<file path="src/rtl/lane_deskew_buffer.sv">
// Multi-lane deskew buffer: measures COM arrival skew, then delays each lane so COMs leave together.
// Optional macro DESKEW_AUTO_REALIGN_EN: misalignment re-enters SEARCH instead of latching LOCK_ERR.

module lane_deskew_buffer #(
   parameter int                    NUM_LANES  = 4,
   parameter int                    DATA_WIDTH = 10,
   parameter int                    MAX_SKEW   = 4,
   parameter logic [DATA_WIDTH-1:0] COM_P      = 10'b0011111010,
   parameter logic [DATA_WIDTH-1:0] COM_N      = 10'b1100000101,
   localparam int                   SKEW_W     = $clog2(MAX_SKEW + 1)
) (
   input  logic                             read_clk,
   input  logic                             rst_n,
   input  logic [NUM_LANES*DATA_WIDTH-1:0]  data_in,
   input  logic                             in_valid,
   output logic [NUM_LANES*DATA_WIDTH-1:0]  data_out,
   output logic                             out_valid,
   output logic                             aligned,
   output logic                             deskew_error,
   output logic [NUM_LANES*SKEW_W-1:0]      lane_skew
);

   typedef enum logic [1:0] {
      ST_SEARCH   = 2'd0,
      ST_ALIGNED  = 2'd1,
      ST_LOCK_ERR = 2'd2
   } state_t;

   state_t state, state_next;

   logic [DATA_WIDTH-1:0] line    [NUM_LANES][MAX_SKEW+1];
   logic [SKEW_W-1:0]     delay   [NUM_LANES];
   logic [SKEW_W-1:0]     arrival [NUM_LANES];
   logic [NUM_LANES-1:0]  recorded;
   logic                  window_open;
   logic [SKEW_W-1:0]     cnt;

   logic [DATA_WIDTH-1:0] sym_in  [NUM_LANES];
   logic [DATA_WIDTH-1:0] sel     [NUM_LANES];
   logic [SKEW_W-1:0]     arr_eff [NUM_LANES];
   logic [NUM_LANES-1:0]  com_in, com_sel, rec_next;
   logic [SKEW_W-1:0]     cur_cnt, max_arr;
   logic                  searching, active, lock_now, timeout, misalign;

   function automatic logic is_com(input logic [DATA_WIDTH-1:0] s);
      return (s == COM_P) || (s == COM_N);
   endfunction

   // NOTE: every always_comb output gets a default before any conditional update, so no latch is inferred.
   always_comb begin : lane_select
      for (int i = 0; i < NUM_LANES; i++) begin
         sym_in[i] = data_in[i*DATA_WIDTH +: DATA_WIDTH];
         com_in[i] = is_com(sym_in[i]);
         sel[i]    = line[i][0];
         for (int k = 1; k <= MAX_SKEW; k++) begin
            if (delay[i] == SKEW_W'(k)) sel[i] = line[i][k];
         end
         com_sel[i] = is_com(sel[i]);
      end
   end

   // Lanes not yet recorded take the current count, so a lock cycle sees final arrivals.
   always_comb begin : search_calc
      searching = in_valid && (state == ST_SEARCH);
      cur_cnt   = window_open ? cnt : '0;
      active    = searching && (window_open || (|com_in));
      rec_next  = recorded | com_in;
      max_arr   = '0;
      for (int i = 0; i < NUM_LANES; i++) begin
         arr_eff[i] = recorded[i] ? arrival[i] : cur_cnt;
         if (arr_eff[i] > max_arr) max_arr = arr_eff[i];
      end
      lock_now = active && (&rec_next);
      timeout  = searching && window_open && (cnt == SKEW_W'(MAX_SKEW)) && !lock_now;
      misalign = in_valid && (state == ST_ALIGNED) && (|com_sel) && !(&com_sel);
   end

   always_comb begin : fsm_next
      state_next = state;
      case (state)
         ST_SEARCH:  if (lock_now) state_next = ST_ALIGNED;
         ST_ALIGNED: begin
            if (misalign) begin
`ifdef DESKEW_AUTO_REALIGN_EN
               state_next = ST_SEARCH;
`else
               state_next = ST_LOCK_ERR;
`endif
            end
         end
         ST_LOCK_ERR: state_next = ST_LOCK_ERR;
         default:     state_next = ST_SEARCH;
      endcase
   end

   // NOTE: sequential state uses non-blocking assignments so every register samples pre-edge values.
   always_ff @(posedge read_clk or negedge rst_n) begin
      if (!rst_n) state <= ST_SEARCH;
      else        state <= state_next;
   end

   // NOTE: the shift lines are cleared on reset so stale symbols can never fake a COM after restart.
   always_ff @(posedge read_clk or negedge rst_n) begin
      if (!rst_n) begin
         for (int i = 0; i < NUM_LANES; i++)
            for (int k = 0; k <= MAX_SKEW; k++) line[i][k] <= '0;
      end else if (in_valid) begin
         for (int i = 0; i < NUM_LANES; i++) begin
            line[i][0] <= sym_in[i];
            for (int k = 1; k <= MAX_SKEW; k++) line[i][k] <= line[i][k-1];
         end
      end
   end

   // A timeout clears the window without re-opening it, even if a COM arrives in that cycle.
   always_ff @(posedge read_clk or negedge rst_n) begin
      if (!rst_n) begin
         window_open <= 1'b0;
         cnt         <= '0;
         recorded    <= '0;
         for (int i = 0; i < NUM_LANES; i++) arrival[i] <= '0;
      end else if (searching) begin
         if (lock_now || timeout) begin
            window_open <= 1'b0;
            cnt         <= '0;
            recorded    <= '0;
            for (int i = 0; i < NUM_LANES; i++) arrival[i] <= '0;
         end else if (active) begin
            window_open <= 1'b1;
            recorded    <= rec_next;
            for (int i = 0; i < NUM_LANES; i++) begin
               if (com_in[i] && !recorded[i]) arrival[i] <= cur_cnt;
            end
            cnt <= (cur_cnt == SKEW_W'(MAX_SKEW)) ? cur_cnt : cur_cnt + SKEW_W'(1);
         end
      end
   end

   always_ff @(posedge read_clk or negedge rst_n) begin
      if (!rst_n) begin
         for (int i = 0; i < NUM_LANES; i++) delay[i] <= '0;
      end else if (lock_now) begin
         for (int i = 0; i < NUM_LANES; i++) delay[i] <= max_arr - arr_eff[i];
      end
   end

   // The beat that trips the check is never presented as valid.
   always_ff @(posedge read_clk or negedge rst_n) begin
      if (!rst_n) begin
         data_out     <= '0;
         out_valid    <= 1'b0;
         deskew_error <= 1'b0;
      end else begin
         if (in_valid) begin
            for (int i = 0; i < NUM_LANES; i++) data_out[i*DATA_WIDTH +: DATA_WIDTH] <= sel[i];
         end
         out_valid    <= in_valid && (state == ST_ALIGNED) && !misalign;
         deskew_error <= timeout || misalign;
      end
   end

   always_comb begin : skew_pack
      lane_skew = '0;
      for (int i = 0; i < NUM_LANES; i++) lane_skew[i*SKEW_W +: SKEW_W] = delay[i];
   end

   assign aligned = (state == ST_ALIGNED);

endmodule

</file>
<file path="config.mk">
export PLATFORM = sky130hd
export DESIGN_NAME = lane_deskew_buffer
export DESIGN_NICKNAME = d
export VERILOG_FILES = /design/src/rtl/lane_deskew_buffer.sv
export SDC_FILE = /design/constraint.sdc
export NUM_CORES = 1
export LEC_CHECK = 0
export ABC_AREA = 1
export BUFFER_PORTS_ARGS = -buffer_cell sky130_fd_sc_hd__buf_2
export CORE_ASPECT_RATIO = 1.75
export CORE_MARGIN = 3
export CORE_UTILIZATION = 55
export DETAILED_ROUTE_END_ITERATION = 12
export PLACE_DENSITY_LB_ADDON = 0.12
export SLEW_MARGIN = 20
export SYNTH_ARGS = -nofsm -noshare
export SYNTH_HDL_FRONTEND = slang
export SYNTH_SLANG_ARGS = --single-unit
</file>
<file path="constraint.sdc">
create_clock -name read_clk -period 4.12 [get_ports read_clk]
set_input_delay 0.412 -clock read_clk [delete_from_list [all_inputs] [get_ports read_clk]]
set_output_delay 0.412 -clock read_clk [all_outputs]
set_load 0.02 [all_outputs]
</file>
==> flow_summary_export.csv <==
group,metric,value,unit
status,status,"finished with violations",
status,violations,"setup timing",
timing,rsz0062_at_grt,"yes",
hold_path,min-delay-path-class,"input port to flop",
grt,antenna_found_initial,0,
grt,grt_pass1_vias,11500,
grt,grt_max_degree,120,
timing,setup_violations,4,
routing,vias,11700,
routing,drc_errors,0,
clock_network,h-tree-depth,1,
clock_network,worstSkewPairLatency,540,ps
synthesis,synth_edf_count,0,
clock_network,cts-root-buf,"clkbuf_16",
timing,worst_slack,-70.4,ps
synthesis,yosysUniqueCellTypes,31,
final_layout,area_growth,17.2,%
critical_path,r2r-end,"lane_skew[2]$_DFFE_PN0P_",
timing,hold_violations,0,
final_layout,n_antenna_cell,0,
routing,avgRoutedWirePerCell,14.8,um
timing,worst_pin_slew,956,ps
pwr,ir_drop,701,uV
timing,clock_skew,11.8,ps
hold_path,min_to,"line[42]$_DFFE_PN0P_",
floorplan,initial_utilization,0.564,
routing,viasPerCell,5.24,
floorplan,core.rowCount,75,
final_layout,stdcell_count,2234,
floorplan,io_pins,98,
synthesis,synth_area_leaders,"dfrtp_1, nand2_1, o21ai_0",
timing,max_freq,239,MHz
synthesis,synth.top_cell.area_share,0.506,
final_layout,final_util,0.661,
floorplan,die_w,125,um
final_layout,final_common_cell,"nand2_1",
critical_path,required,4540,ps
synthesis,netlist_area,13700,um^2
synthesis,syn-num-nets,1862,
clock_network,cts_buffer_depth,3,
synthesis,yosysTopAreaCell,"dfrtp_1",
grt,globalRouteOverflowTotal,0,
critical_path,slowest_stage,"dfrtp_2",
synthesis,ys.flop_type,"dfrtp_1",
synthesis,ys_ff_latch,276,
critical_path,worst_path_largest_cell_delay,460,ps
timing,finalMaxSlewViolations,0,
routing,wl,33100,um
clock_network,cts_tree,"built",
timing,fin_crit_sh,1.02,
synthesis,syn_area_per_cell,7.59,um^2
critical_path,cp_top_family,"adder cells",
critical_path,cp-end-kind,"flop",
final_layout,multiInputGateArea,5780,um^2
grt,grt_usage,0.246,
routing,drtPass1Iterations,5,
critical_path,critPathKind,"flop to flop",
placed_design,gp_congestion,0.843,
grt,grt_pass1_wl,55300,um
critical_path,path_common_cell,"nand2_2",
synthesis,seq_area_frac_synth,0.506,
placed_design,dp_cells,2172,
pwr,p_leak,8.03,nW
critical_path,crit_fanout,5,
clock_network,cts_buffers,26,
critical_path,arrival,4610,ps
run,drv_cap,0,
final_layout,drive_gt1_frac,0.144,
final_layout,final_cell_mix,"nand2_1, o21ai_0, dfrtp_1, inv_1, buf_2",
clock_network,clkTransAtPathRegs,70,ps
hold_path,hold_start,"data_in[32]",
floorplan,die_area,26800,um^2
clock_network,cts_sinks,276,
critical_path,reg2regPathDepth,29,
routing,dr.first_iter.drc_count,724,
floorplan,core_area,24200,um^2
final_layout,final_nets,1970,
floorplan,die-height,214,um
pwr,powerDensity,685,nW/um^2
timing,slew_headroom,0.363,
hold_path,holdPathStages,3,
synthesis,syn_inst,1798,
routing,ant_nets,0,
placed_design,place_hpwl,22800,um
timing,finalCriticalPeriod,4190,ps
critical_path,regToRegSetupSlack,-70,ps
critical_path,cp-start-kind,"flop",
final_layout,fillers,2075,
placed_design,port_buffers,97,
critical_path,r2r-start,"window_open$_DFFE_PN0P_",
final_layout,ff_latch_area,6910,um^2
critical_path,worst-path-buf-inv,4,
synthesis,yosysWarningCount,0,
synthesis,postSynth.asyncResetShare,1.00,
[through the flow]
| stage | setup TNS [ps] | hold WS [ps] | worst slack, ps | total power [mW] | area [um^2] |
|---|---|---|---|---|---|
| global placement | -604 | 453 | -203 | 6.48 | 14600 |
| global route | -1740 | 91.1 | -289 | 11.6 | 16000 |
| detailed placement | -1770 | 462 | -384 | 6.60 | 14600 |
| floorplan | 0 | 116 | 16.3 | 5.35 | 13700 |
| CTS | -502 | 74.2 | -151 | 10.4 | 15800 |
| finish | -239 | 87.1 | -70.4 | 11.0 | 16000 |
[worst min-delay path, delay by kind of cell]
kind / cells / cell delay [ps]
buffers and inverters: 1 / 90
AND/OR/NAND/NOR: 1 / 40
AO/OA/AOI/OAI: 1 / 60
[state kept, by name, summed over array words and instances (netlist names)]
name,cells
line,200
out_valid,1
window_open,1
cnt,3
deskew_error,1
data_out,40
arrival,12
lane_skew,12
state,2
recorded,4
[routing by layer]
metal | vias to the layer above | GRT usage | wire, um | share of wire
met5 | - | 0 | 0 | 0
met4 | 0 | 0.108 | 1350 | 0.041
met3 | 83 | 0.0269 | 1250 | 0.038
met2 | 250 | 0.441 | 17000 | 0.51
met1 | 5468 | 0.297 | 13500 | 0.41
li1 | 5908 | - | - | -
[area by class of cell]
class | count | share of cell area
Tap cell | 308 | 0.0241
Clock buffer | 31 | 0.0457
Inverter | 247 | 0.0581
Clock inverter | 17 | 0.0188
Sequential cell | 276 | 0.432
Multi-Input combinational cell | 1202 | 0.361
Timing Repair Buffer | 153 | 0.0602
[what timing repair did]
| action | 4_1_cts | 5_1_grt |
|---|---|---|
| setup endpoints to repair | 8 | 10 |
| gates resized for setup | 29 | 34 |
| pin swaps | 25 | 20 |
| hold buffers | 1 | 0 |
| buffers inserted | 9 | 4 |
| gates cloned | 0 | 0 |
| hold endpoints to repair | 2 | 0 |
[where the power goes]
part	leakage [nW]	total (mW)	switching, mW	internal [mW]
Sequential	3.49	3.19	0.163	3.03
Clock	0.499	2.86	1.09	1.77
Combinational	4.04	4.91	2.60	2.31
Total	8.03	11.0	3.85	7.11
[worst max-delay path by stage]
stage / end / slack (ps) / from / cells after the start
after global placement: lane_skew[8]$_DFFE_PN0P_ / -200 / recorded[1]$_DFFE_PN0P_ / 28
final: lane_skew[2]$_DFFE_PN0P_ / -70 / window_open$_DFFE_PN0P_ / 29
after floorplan: lane_skew[5]$_DFFE_PN0P_ / 20 / window_open$_DFFE_PN0P_ / 26
after global routing: lane_skew[8]$_DFFE_PN0P_ / -290 / window_open$_DFFE_PN0P_ / 28
after detailed placement: lane_skew[8]$_DFFE_PN0P_ / -380 / recorded[1]$_DFFE_PN0P_ / 27
after CTS: lane_skew[8]$_DFFE_PN0P_ / -150 / window_open$_DFFE_PN0P_ / 27
[cell families (layout without fill, tap and decap cells)]
group                      after synthesis  count (layout)  synth area share
AOI/OAI and AO/OA                      405             405             0.151
xor gates and xnor gates                 8               8           0.00513
adders and majority gates               21              21            0.0214
buffers and inverters                  320             448            0.0895
DFF                                    276             276             0.506
and+or+nand+nor                        768             768             0.227
[Yosys cell counts, types with 2 or more instances]
library cell  instances
a21oi_1              66
a31oi_1              13
buf_1                 5
buf_2                 8
buf_4                 3
clkbuf_1             57
clkinv_1              3
dfrtp_1             276
fa_1                  4
ha_1                 17
inv_1               239
inv_2                 5
nand2_1             553
nand2_2               3
nand3_1              95
nand4_1               4
nor2_1               85
nor2_2                8
nor3_1               12
nor3_2                3
nor4_1                3
o21ai_0             314
o21ai_1               6
o21ai_2               2
o31ai_1               2
xnor2_1               2
xor2_1                6
(Power assumes the default switching activity.)
